[src/rtl/rominit_router_if.sv]
// Bundle of the hps_io ioctl stream and the ROM-init target bus; CHKSUM is
// present only when ROMINIT_CHKSUM_EN is defined.
interface rominit_router_if #(
    parameter int NUM_REGIONS = 4,
    parameter int ADDR_W      = 17
);
    logic                   IOCTL_DOWNLOAD;
    logic [7:0]             IOCTL_INDEX;
    logic                   IOCTL_WR;
    logic [24:0]            IOCTL_ADDR;
    logic [7:0]             IOCTL_DOUT;
    logic                   IOCTL_WAIT;
    logic                   ROMINIT_ACTIVE;
    logic [NUM_REGIONS-1:0] ROMINIT_SEL;
    logic [ADDR_W-1:0]      ROMINIT_ADDR;
    logic [7:0]             ROMINIT_DATA;
    logic                   ROMINIT_VALID;
    logic                   ROMINIT_READY;
    logic [ADDR_W:0]        CART_SIZE;
    logic                   ROMINIT_DONE;
    logic                   ROMINIT_OVERFLOW;
`ifdef ROMINIT_CHKSUM_EN
    logic [15:0]            CHKSUM;

    modport slave (
        input  IOCTL_DOWNLOAD, IOCTL_INDEX, IOCTL_WR, IOCTL_ADDR, IOCTL_DOUT, ROMINIT_READY,
        output IOCTL_WAIT, ROMINIT_ACTIVE, ROMINIT_SEL, ROMINIT_ADDR, ROMINIT_DATA,
               ROMINIT_VALID, CART_SIZE, ROMINIT_DONE, ROMINIT_OVERFLOW, CHKSUM
    );
    modport master (
        output IOCTL_DOWNLOAD, IOCTL_INDEX, IOCTL_WR, IOCTL_ADDR, IOCTL_DOUT, ROMINIT_READY,
        input  IOCTL_WAIT, ROMINIT_ACTIVE, ROMINIT_SEL, ROMINIT_ADDR, ROMINIT_DATA,
               ROMINIT_VALID, CART_SIZE, ROMINIT_DONE, ROMINIT_OVERFLOW, CHKSUM
    );
`else
    modport slave (
        input  IOCTL_DOWNLOAD, IOCTL_INDEX, IOCTL_WR, IOCTL_ADDR, IOCTL_DOUT, ROMINIT_READY,
        output IOCTL_WAIT, ROMINIT_ACTIVE, ROMINIT_SEL, ROMINIT_ADDR, ROMINIT_DATA,
               ROMINIT_VALID, CART_SIZE, ROMINIT_DONE, ROMINIT_OVERFLOW
    );
    modport master (
        output IOCTL_DOWNLOAD, IOCTL_INDEX, IOCTL_WR, IOCTL_ADDR, IOCTL_DOUT, ROMINIT_READY,
        input  IOCTL_WAIT, ROMINIT_ACTIVE, ROMINIT_SEL, ROMINIT_ADDR, ROMINIT_DATA,
               ROMINIT_VALID, CART_SIZE, ROMINIT_DONE, ROMINIT_OVERFLOW
    );
`endif
endinterface

[src/rtl/rominit_router.sv]
// Routes the hps_io ioctl byte stream into NUM_REGIONS ROM/RAM regions with per-byte
// backpressure and cart-size measurement. Define ROMINIT_CHKSUM_EN to add CHKSUM.
module rominit_router #(
    parameter int                            NUM_REGIONS = 4,
    parameter int                            ADDR_W      = 17,
    parameter logic [NUM_REGIONS*ADDR_W-1:0] REGION_SIZE = '0,
    parameter logic [7:0]                    SYS_INDEX   = 8'd0,
    parameter logic [7:0]                    CART_INDEX  = 8'd1
) (
    input  logic                 CLK_SYS,
    input  logic                 RST,
    rominit_router_if.slave      io
);
    typedef enum logic [1:0] {IDLE, ACTIVE, HOLD, FLUSH} state_t;

    state_t                 state_q, state_d;
    logic                   cart_q, cart_d;
    logic                   active_q, active_d;
    logic                   valid_q, valid_d;
    logic [NUM_REGIONS-1:0] sel_q, sel_d;
    logic [ADDR_W-1:0]      addr_q, addr_d;
    logic [7:0]             data_q, data_d;
    logic [ADDR_W:0]        size_q, size_d;
    logic [ADDR_W:0]        cart_size_q, cart_size_d;
    logic                   done_q, done_d;
    logic                   ovf_q, ovf_d;
`ifdef ROMINIT_CHKSUM_EN
    logic [15:0]            chk_q, chk_d;
`endif

    logic                   route_hit;
    logic [NUM_REGIONS-1:0] route_sel;
    logic [ADDR_W-1:0]      route_addr;
    logic [ADDR_W:0]        size_cand;
    logic [31:0]            ioctl_a, route_base, route_lim;

    // Regions are packed back to back; a zero-sized region has an empty window.
    always_comb begin
        ioctl_a    = {7'd0, io.IOCTL_ADDR};
        route_hit  = 1'b0;
        route_sel  = '0;
        route_addr = '0;
        route_base = '0;
        route_lim  = '0;
        if (cart_q) begin
            if (ioctl_a < (32'd1 << ADDR_W)) begin
                route_hit                = 1'b1;
                route_sel[NUM_REGIONS-1] = 1'b1;
                route_addr               = io.IOCTL_ADDR[ADDR_W-1:0];
            end
        end else begin
            for (int i = 0; i < NUM_REGIONS; i++) begin
                route_lim = route_base + 32'(REGION_SIZE[i*ADDR_W +: ADDR_W]);
                if (!route_hit && ioctl_a >= route_base && ioctl_a < route_lim) begin
                    route_hit    = 1'b1;
                    route_sel[i] = 1'b1;
                    route_addr   = ADDR_W'(ioctl_a - route_base);
                end
                route_base = route_lim;
            end
        end
        if (ioctl_a >= (32'd1 << ADDR_W)) size_cand = (ADDR_W+1)'(1) << ADDR_W;
        else                              size_cand = (ADDR_W+1)'(ioctl_a + 32'd1);
    end

    always_comb begin
        state_d     = state_q;
        cart_d      = cart_q;
        active_d    = active_q;
        valid_d     = valid_q;
        sel_d       = sel_q;
        addr_d      = addr_q;
        data_d      = data_q;
        size_d      = size_q;
        cart_size_d = cart_size_q;
        done_d      = 1'b0;
        ovf_d       = ovf_q;
`ifdef ROMINIT_CHKSUM_EN
        chk_d = chk_q;
        if (valid_q && io.ROMINIT_READY) chk_d = chk_q + 16'(data_q);
`endif
        case (state_q)
            IDLE: begin
                if (io.IOCTL_DOWNLOAD &&
                    (io.IOCTL_INDEX == SYS_INDEX || io.IOCTL_INDEX == CART_INDEX)) begin
                    state_d  = ACTIVE;
                    active_d = 1'b1;
                    cart_d   = (io.IOCTL_INDEX == CART_INDEX);
                    ovf_d    = 1'b0;
                    if (io.IOCTL_INDEX == CART_INDEX) size_d = '0;
`ifdef ROMINIT_CHKSUM_EN
                    chk_d = '0;
`endif
                end
            end
            ACTIVE, HOLD: begin
                // A write arriving while a byte is still pending is dropped.
                if (valid_q) begin
                    if (io.ROMINIT_READY) begin
                        valid_d = 1'b0;
                        state_d = ACTIVE;
                    end else begin
                        state_d = HOLD;
                    end
                end else if (io.IOCTL_WR) begin
                    if (route_hit) begin
                        valid_d = 1'b1;
                        sel_d   = route_sel;
                        addr_d  = route_addr;
                        data_d  = io.IOCTL_DOUT;
                    end else begin
                        ovf_d = 1'b1;
                    end
                    if (cart_q && size_cand > size_q) size_d = size_cand;
                end
                if (!io.IOCTL_DOWNLOAD) state_d = FLUSH;
            end
            FLUSH: begin
                if (!valid_q || io.ROMINIT_READY) begin
                    valid_d  = 1'b0;
                    done_d   = 1'b1;
                    active_d = 1'b0;
                    state_d  = IDLE;
                    if (cart_q) cart_size_d = size_q;
                end
            end
            default: state_d = IDLE;
        endcase
    end

    always_ff @(posedge CLK_SYS) begin
        if (RST) begin
            state_q     <= IDLE;
            cart_q      <= 1'b0;
            active_q    <= 1'b0;
            valid_q     <= 1'b0;
            sel_q       <= '0;
            addr_q      <= '0;
            data_q      <= '0;
            size_q      <= '0;
            cart_size_q <= '0;
            done_q      <= 1'b0;
            ovf_q       <= 1'b0;
`ifdef ROMINIT_CHKSUM_EN
            chk_q       <= '0;
`endif
        end else begin
            state_q     <= state_d;
            cart_q      <= cart_d;
            active_q    <= active_d;
            valid_q     <= valid_d;
            sel_q       <= sel_d;
            addr_q      <= addr_d;
            data_q      <= data_d;
            size_q      <= size_d;
            cart_size_q <= cart_size_d;
            done_q      <= done_d;
            ovf_q       <= ovf_d;
`ifdef ROMINIT_CHKSUM_EN
            chk_q       <= chk_d;
`endif
        end
    end

    assign io.IOCTL_WAIT       = valid_q;
    assign io.ROMINIT_VALID    = valid_q;
    assign io.ROMINIT_ACTIVE   = active_q;
    assign io.ROMINIT_SEL      = sel_q;
    assign io.ROMINIT_ADDR     = addr_q;
    assign io.ROMINIT_DATA     = data_q;
    assign io.CART_SIZE        = cart_size_q;
    assign io.ROMINIT_DONE     = done_q;
    assign io.ROMINIT_OVERFLOW = ovf_q;
`ifdef ROMINIT_CHKSUM_EN
    assign io.CHKSUM           = chk_q;
`endif
endmodule

[src/flat_wrapper.sv]
// flat-port wrapper written by rule: the top's interface ports become plain ports
module rominit_router_flat 
#(
    parameter int                            NUM_REGIONS = 4,
    parameter int                            ADDR_W      = 17,
    parameter logic [NUM_REGIONS*ADDR_W-1:0] REGION_SIZE = '0,
    parameter logic [7:0]                    SYS_INDEX   = 8'd0,
    parameter logic [7:0]                    CART_INDEX  = 8'd1
)
  (CLK_SYS, RST, io_IOCTL_DOWNLOAD, io_IOCTL_INDEX, io_IOCTL_WR, io_IOCTL_ADDR, io_IOCTL_DOUT, io_ROMINIT_READY, io_IOCTL_WAIT, io_ROMINIT_ACTIVE, io_ROMINIT_SEL, io_ROMINIT_ADDR, io_ROMINIT_DATA, io_ROMINIT_VALID, io_CART_SIZE, io_ROMINIT_DONE, io_ROMINIT_OVERFLOW);
  rominit_router_if #(.NUM_REGIONS(NUM_REGIONS), .ADDR_W(ADDR_W)) io_i ();
  input  logic CLK_SYS;
  input  logic RST;
  input wire logic [$bits(io_i.IOCTL_DOWNLOAD)-1:0] io_IOCTL_DOWNLOAD;
  input wire logic [$bits(io_i.IOCTL_INDEX)-1:0] io_IOCTL_INDEX;
  input wire logic [$bits(io_i.IOCTL_WR)-1:0] io_IOCTL_WR;
  input wire logic [$bits(io_i.IOCTL_ADDR)-1:0] io_IOCTL_ADDR;
  input wire logic [$bits(io_i.IOCTL_DOUT)-1:0] io_IOCTL_DOUT;
  input wire logic [$bits(io_i.ROMINIT_READY)-1:0] io_ROMINIT_READY;
  output wire logic [$bits(io_i.IOCTL_WAIT)-1:0] io_IOCTL_WAIT;
  output wire logic [$bits(io_i.ROMINIT_ACTIVE)-1:0] io_ROMINIT_ACTIVE;
  output wire logic [$bits(io_i.ROMINIT_SEL)-1:0] io_ROMINIT_SEL;
  output wire logic [$bits(io_i.ROMINIT_ADDR)-1:0] io_ROMINIT_ADDR;
  output wire logic [$bits(io_i.ROMINIT_DATA)-1:0] io_ROMINIT_DATA;
  output wire logic [$bits(io_i.ROMINIT_VALID)-1:0] io_ROMINIT_VALID;
  output wire logic [$bits(io_i.CART_SIZE)-1:0] io_CART_SIZE;
  output wire logic [$bits(io_i.ROMINIT_DONE)-1:0] io_ROMINIT_DONE;
  output wire logic [$bits(io_i.ROMINIT_OVERFLOW)-1:0] io_ROMINIT_OVERFLOW;
  assign io_i.IOCTL_DOWNLOAD = io_IOCTL_DOWNLOAD;
  assign io_i.IOCTL_INDEX = io_IOCTL_INDEX;
  assign io_i.IOCTL_WR = io_IOCTL_WR;
  assign io_i.IOCTL_ADDR = io_IOCTL_ADDR;
  assign io_i.IOCTL_DOUT = io_IOCTL_DOUT;
  assign io_i.ROMINIT_READY = io_ROMINIT_READY;
  assign io_IOCTL_WAIT = io_i.IOCTL_WAIT;
  assign io_ROMINIT_ACTIVE = io_i.ROMINIT_ACTIVE;
  assign io_ROMINIT_SEL = io_i.ROMINIT_SEL;
  assign io_ROMINIT_ADDR = io_i.ROMINIT_ADDR;
  assign io_ROMINIT_DATA = io_i.ROMINIT_DATA;
  assign io_ROMINIT_VALID = io_i.ROMINIT_VALID;
  assign io_CART_SIZE = io_i.CART_SIZE;
  assign io_ROMINIT_DONE = io_i.ROMINIT_DONE;
  assign io_ROMINIT_OVERFLOW = io_i.ROMINIT_OVERFLOW;
  rominit_router #(.NUM_REGIONS(NUM_REGIONS), .ADDR_W(ADDR_W), .REGION_SIZE(REGION_SIZE), .SYS_INDEX(SYS_INDEX), .CART_INDEX(CART_INDEX)) u_core (.CLK_SYS(CLK_SYS), .RST(RST), .io(io_i));
endmodule
[config.mk]
export PLATFORM = sky130hd
export DESIGN_NAME = rominit_router_flat
export DESIGN_NICKNAME = d
export VERILOG_FILES = /design/src/rtl/rominit_router_if.sv /design/src/rtl/rominit_router.sv /design/src/flat_wrapper.sv
export SDC_FILE = /design/constraint.sdc
export NUM_CORES = 1
export LEC_CHECK = 0
export ABC_AREA = 0
export CAP_MARGIN = 20
export CORE_ASPECT_RATIO = 1.75
export CORE_MARGIN = 2
export CORE_UTILIZATION = 49
export DETAILED_ROUTE_END_ITERATION = 16
export PLACE_DENSITY_LB_ADDON = 0.25
export SYNTH_ARGS = -nofsm -noshare
export SYNTH_HDL_FRONTEND = slang
export SYNTH_SLANG_ARGS = --single-unit
[constraint.sdc]
create_clock -name CLK_SYS -period 3.7 [get_ports CLK_SYS]
set_input_delay 0.74 -clock CLK_SYS [delete_from_list [all_inputs] [get_ports CLK_SYS]]
set_output_delay 0.74 -clock CLK_SYS [all_outputs]
set_load 0.03 [all_outputs]
# Yosys cells after proc, flatten, opt, wreduce, memory -nomap -nowiden

Index checks and enable logic that the tools add are counted.

Register bits: 69
Bits of input ports: 46
Output and inout bits: 52
Logic and storage cells: 80

Add/sub/neg operators: 1
Magnitude comparators: 3
Equality and inequality tests: 12
Muxes and demuxes: 31
Bitwise logic cells: 2
Reduce and logical (&&, ||, !) cells: 20

Operator list:

| cell                                                                | count |
|---|---|
| 2-to-1 mux 18 bit                                                   | 6 |
| one-hot mux 18 bit (2 select lines)                                 | 1 |
| 2-to-1 mux 17 bit                                                   | 2 |
| greater-or-equal comparator 25 x 18 -> 1 bit, second input constant | 1 |
| < comparator 25 x 18 -> 1 bit, second input constant                | 1 |
| adder 18 x 1 -> 18 bit, second input constant                       | 1 |
| greater-than comparator 18 bit                                      | 1 |
| 2-to-1 mux 1 bit                                                    | 13 |
| 2-to-1 mux 2 bit                                                    | 5 |
| AND reduction 3 bit                                                 | 3 |
| equality test 8 x 1 -> 1 bit, second input constant                 | 1 |
| logical NOT 8 bit                                                   | 1 |
| != test 2 x 1 -> 1 bit, second input constant                       | 4 |
| != test 2 bit, second input constant                                | 3 |
| one-hot mux 1 bit (2 select lines)                                  | 3 |
| one-hot mux 2 bit (3 select lines)                                  | 1 |
| AND reduction 6 bit                                                 | 1 |
| nonzero test 2 bit                                                  | 3 |
| AND reduction 5 bit                                                 | 1 |
| equality test 2 bit, second input constant                          | 2 |
| AND reduction 2 bit                                                 | 2 |
| AND reduction 4 bit                                                 | 1 |
| OR reduction 2 bit                                                  | 2 |
| != test 3 x 2 -> 1 bit, second input constant                       | 1 |
| 6 further kinds                                                     | 9 |

# Depth between registers and ports, before layout

Gate-level depths: netlist of run 1.

Depth after elaboration: 8
Gate-level depth with buffers: 14

# Worst setup path before layout of run 1

OpenSTA, ideal clock, no wires.

Path kind: input to register
Start point: input port io_IOCTL_ADDR[0]
End point: register u_core.size_q[6]
Data arrival time: 3.113 ns
Data required time: 3.604 ns
Path slack: 0.491 ns
Stages on the path: 14
Cell sequence: ha_1 and4_1 clkbuf_1 nand4_1 xor2_1 nor2_1 ha_1 nand4_1 or3_1 o21bai_2 a21oi_2 buf_6 a211o_1 o41ai_2

Cells in the longest elaborated chain, start to end: 6
Elaborated cells between the ends (all ways): 11

Ends and longest elaborated chain:

| item                                                                                        | line                                         | source |
|---|---|---|
| start, declared                                                                             | flat_wrapper.sv:17                           | `input wire logic [$bits(io_i.IOCTL_ADDR)-1:0] io_IOCTL_ADDR;` |
| greater-or-equal comparator 25 x 18 -> 1 bit or adder 18 x 1 -> 18 bit (tied branches)      | rominit_router.sv:62, rominit_router.sv:63   |  |
| 2-to-1 mux 18 bit *                                                                         | rominit_router.sv:62                         | `if (ioctl_a >= (32'd1 << ADDR_W)) size_cand = (ADDR_W+1)'(1) << ADDR_W;` |
| greater-than comparator 18 bit or 2-to-1 mux 18 bit (tied branches)                         | rominit_router.sv:114                        | `if (cart_q && size_cand > size_q) size_d = size_cand;` |
| logical AND 1 bit or 2-to-1 mux 18 bit (tied branches)                                      | rominit_router.sv:114, rominit_router.sv:105 |  |
| != test 2 x 1 -> 1 bit (no source line) or 2-to-1 mux 18 bit (tied branches)                | -                                            |  |
| AND reduction 6 bit (no source line) or one-hot mux 18 bit (2 select lines) (tied branches) | -                                            |  |
| end signal, assigned                                                                        | rominit_router.sv:155                        | `size_q <= size_d;` |
| end, declared                                                                               | rominit_router.sv:23                         | `logic [ADDR_W:0] size_q, size_d;` |

Every way passes the cells marked *; elsewhere a longest branch is shown, timed or not. The select of a mux whose other input is x is not followed.
A chain may end at the register's enable or synchronous reset.

# Worst setup path after layout of run 1

Start point: input port io_IOCTL_ADDR[7]
End point: register u_core.size_q[2]

The elaborated chain is that of the path after synthesis.

==> results.py, run 1 <==
metrics = {
    "floorplan": {
        "coreArea_um2": 7230,
        "rows": 41,
        "fp.dieW_um": 69.6,
        "initial_core_util_pct": 51.0,
        "die-area_um2": 8260,
        "die_h_um": 119,
        "io_pins": 98,
    },
    "sta": {
        "period_needed_ns": 3.54,
        "hold_ws_ns": 0.451,
        "fin_crit_sh_pct": 95.8,
        "maxSlewViolCount": 0,
        "fin_tns_setup_ns": 0,
        "worst_pin_slew_ns": 0.729,
        "fin_skew_ns": 0.00492,
        "slew_headroom_pct": 51.2,
        "fmax_mhz": 282,
        "layout_setup_ws_ns": 0.156,
        "finalHoldViolCount": 0,
        "rsz0062_at_grt": "false",
        "setup_viol": 0,
    },
    "hold_path": {
        "hold_end": "u_core.io.CART_SIZE[3]$_SDFFE_PP0P_",
        "min_path_type": "register to register",
        "min_path_cells": 2,
        "hp-start": "u_core.io.CART_SIZE[3]$_SDFFE_PP0P_",
    },
    "setup_path": {
        "reg2reg_depth": 9,
        "path_cells": "clkdlybuf4s50_1 -> nand4_1 -> nor3_2 -> xnor2_1 -> nor2_1 -> ha_1 -> nand4_1 -> or3_1 -> o21bai_2 -> a21oi_2 -> buf_4 -> a211o_1 -> o41ai_1",
        "cp_max_fo": 10,
        "crit_top_cell": "nand4_1",
        "reg2reg_to": "u_core.size_q[17]$_SDFFE_PP0P_",
        "cp_slowest_cell": "clkdlybuf4s50_1",
        "critPathMaxStageDelay_ns": 0.50,
        "cp_num_buf_inv": 2,
        "cp.arrival_ns": 3.77,
        "cp_data_required_time_ns": 3.93,
        "cp_top_family": "simple AND/OR/NAND/NOR gates",
        "r2r_setup_slack_ns": 1.46,
        "critPathLaunchType": "input port",
        "worstSetupPathType": "input port to register",
        "r2r_start": "u_core.size_q[3]$_SDFFE_PP0P_",
        "crit_path_end_kind": "register",
    },
    "cells_and_area": {
        "syn_to_final_growth_pct": 40.1,
        "num_antenna_cells": 0,
        "nNetsFinal": 640,
        "post-route-util_pct": 71.4,
        "layout_commonest_cell": "nand2_1",
        "fill_cells": 605,
        "final_cell_mix": "nand2_1, clkdlybuf4s50_1, dfxtp_1",
        "layout.cells.non_filler": 663,
        "final_cell_area_um2": 5170,
        "drive_above_1_share_pct": 12.8,
    },
    "clock_tree": {
        "tritoncts": "built",
        "cts_root_buffer": "clkbuf_16",
        "cts_made_buffers": 9,
        "clock-sinks": 69,
        "postCtsSetupBuffers": 0,
        "clk_path_buf_depth": 2,
        "clk_pin_slew_ns": 0.05,
        "h-tree-depth": 3,
        "clk_latency_ns": 0.33,
    },
    "global_route": {
        "grt_antenna_before_repair": 0,
        "grtUsageTotal_pct": 25.1,
        "globalRouteOverflowTotal": 0,
        "grt_pass1_wl_um": 16600,
        "grt_pass1_vias": 3633,
        "grt_max_degree": 36,
    },
    "outcome": {
        "status": "finished, final reports clean",
    },
    "synthesis": {
        "yosysSeqAreaShare_pct": 37.5,
        "synth-async-reset-ratio_pct": 0,
        "yosys.area_share.xor_xnor_pct": 3.56,
        "syn-instance-count": 455,
        "synthDistinctLibCells": 53,
        "syn-cell-area_um2": 3690,
        "ys_warn_count": 0,
        "synth_compound_area_share_pct": 15.1,
        "ys.flop_type": "dfxtp_1",
        "synthMuxAreaShare_pct": 3.63,
        "syn_avg_cell_area_um2": 8.10,
        "synth_enable_flop_cells": 0,
        "synth_adder_area_share_pct": 7.47,
        "synth-simple-area-share_pct": 26.2,
        "ys_ff_latch": 69,
        "synth_top_family_by_area": "simple AND/OR/NAND/NOR gates",
    },
    "drt": {
        "firstDrtPassIters": 4,
        "viasPerCell": 5.41,
        "drc": 0,
        "wl_um": 10100,
        "via_count": 3590,
        "antenna_left": 0,
        "wl_per_cell_um": 15.2,
        "drtIter0Drc": 225,
    },
    "power": {
        "vdd_drop_max_mv": 0.282,
        "p_leak_nw": 1.95,
        "p_per_area_nw_per_um2": 341,
        "p_total_mw": 1.76,
    },
    "flow_run": {
        "cap_violations": 0,
    },
    "placement": {
        "gp_congestion": 0.900,
        "dp.cells": 647,
        "place_area_um2": 4870,
        "dpl.hpwl_um": 7900,
        "pre_cts_slack_ns": -0.247,
        "portBuffers": 94,
    },
}
-- kinds of logic (layout without fill, tap and decap cells) --
group                    Yosys count  count (layout)
XOR/XNOR                          15              15
buffers and inverters             51             171
adder cells (fa/ha/maj)           22              22
AND/OR/NAND/NOR                  202             202
multiplexers                      13              13
other                              1               3
AO/OA/AOI/OAI                     82              82
flip-flops                        69              69
-- layout make-up --
class	instances	area, um2	area share [%]
Inverter	24	90.1	1.74
Tap cell	86	108	2.08
Clock buffer	15	258	4.99
Clock inverter	1	30.0	0.581
Multi-Input combinational cell	337	2090	40.4
Timing Repair Buffer	131	1210	23.5
Sequential cell	69	1380	26.7
-- registers in the layout, summed over array words and instances (netlist names) --
signal	count
u_core.io.CART_SIZE	18
u_core.size_q	18
u_core.io.ROMINIT_ADDR	17
u_core.io.ROMINIT_DATA	8
u_core.state_q	2
u_core.cart_q	1
u_core.io.IOCTL_WAIT	1
u_core.io.ROMINIT_ACTIVE	1
u_core.io.ROMINIT_DONE	1
u_core.io.ROMINIT_OVERFLOW	1
u_core.io.ROMINIT_SEL	1
-- worst max-delay path by stage --
stage | startpoint | end | slack, ns | depth (start not counted)
2_1_floorplan | io_IOCTL_ADDR[0] | u_core.size_q[6]$_SDFFE_PP0P_ | 0.49 | 14
3_3_place_gp | io_IOCTL_ADDR[2] | u_core.size_q[5]$_SDFFE_PP0P_ | -0.10 | 14
3_5_place_dp | io_IOCTL_ADDR[0] | u_core.size_q[2]$_SDFFE_PP0P_ | -0.25 | 15
4_1_cts | io_IOCTL_ADDR[0] | u_core.size_q[17]$_SDFFE_PP0P_ | 0.09 | 15
5_1_grt | io_IOCTL_ADDR[0] | u_core.size_q[5]$_SDFFE_PP0P_ | 0.01 | 14
6_report | io_IOCTL_ADDR[7] | u_core.size_q[2]$_SDFFE_PP0P_ | 0.16 | 13
-- power breakdown --
group	switching [mW]	total, mW	internal, mW
Sequential	0.00209	0.748	0.746
Combinational	0.0844	0.172	0.0878
Clock	0.301	0.842	0.541
-- worst register-to-register path: stages (launching register included) --
cell       delay, ns
dfxtp_1         0.37
inv_1           0.07
ha_1            0.32
a21oi_1         0.13
o21ai_1         0.12
a2111oi_2       0.40
o2111ai_2       0.16
nand2_2         0.17
buf_4           0.20
mux2i_1         0.23
-- cell usage after synthesis, types with 8 or more instances --
| cell type | number | area [um2] |
|---|---|---|
| a21oi_1 | 51 | 255 |
| clkbuf_1 | 14 | 52.6 |
| dfxtp_1 | 69 | 1380 |
| ha_1 | 22 | 275 |
| inv_1 | 24 | 90.1 |
| mux2i_1 | 10 | 100 |
| nand2_1 | 109 | 409 |
| nand2b_1 | 9 | 56.3 |
| nand4_1 | 8 | 50.1 |
| nor2_1 | 27 | 101 |
| xor2_1 | 8 | 70.1 |
-- timing repair --
item,CTS,global route
setup endpoints to repair,0,18
gates resized for setup,0,3
hold buffers,0,0
-- layer usage --
layer  global-route usage, %  up-vias  share of wire [%]
met1                    25.5     1696                 37
met4                    13.8        0                3.8
li1                        -     1775                  -
met2                    46.5       91                 56
met3                    5.20       28                3.5
met5                       0        -                  0
Power figures use the tool's default switching activity.
==> run 2: changes to the inputs <==
Settings changed: SKIP_CTS_REPAIR_TIMING set to 1.
==> results of run 2 <==
Final layout, timing and power as in run 1 (identical DEF).
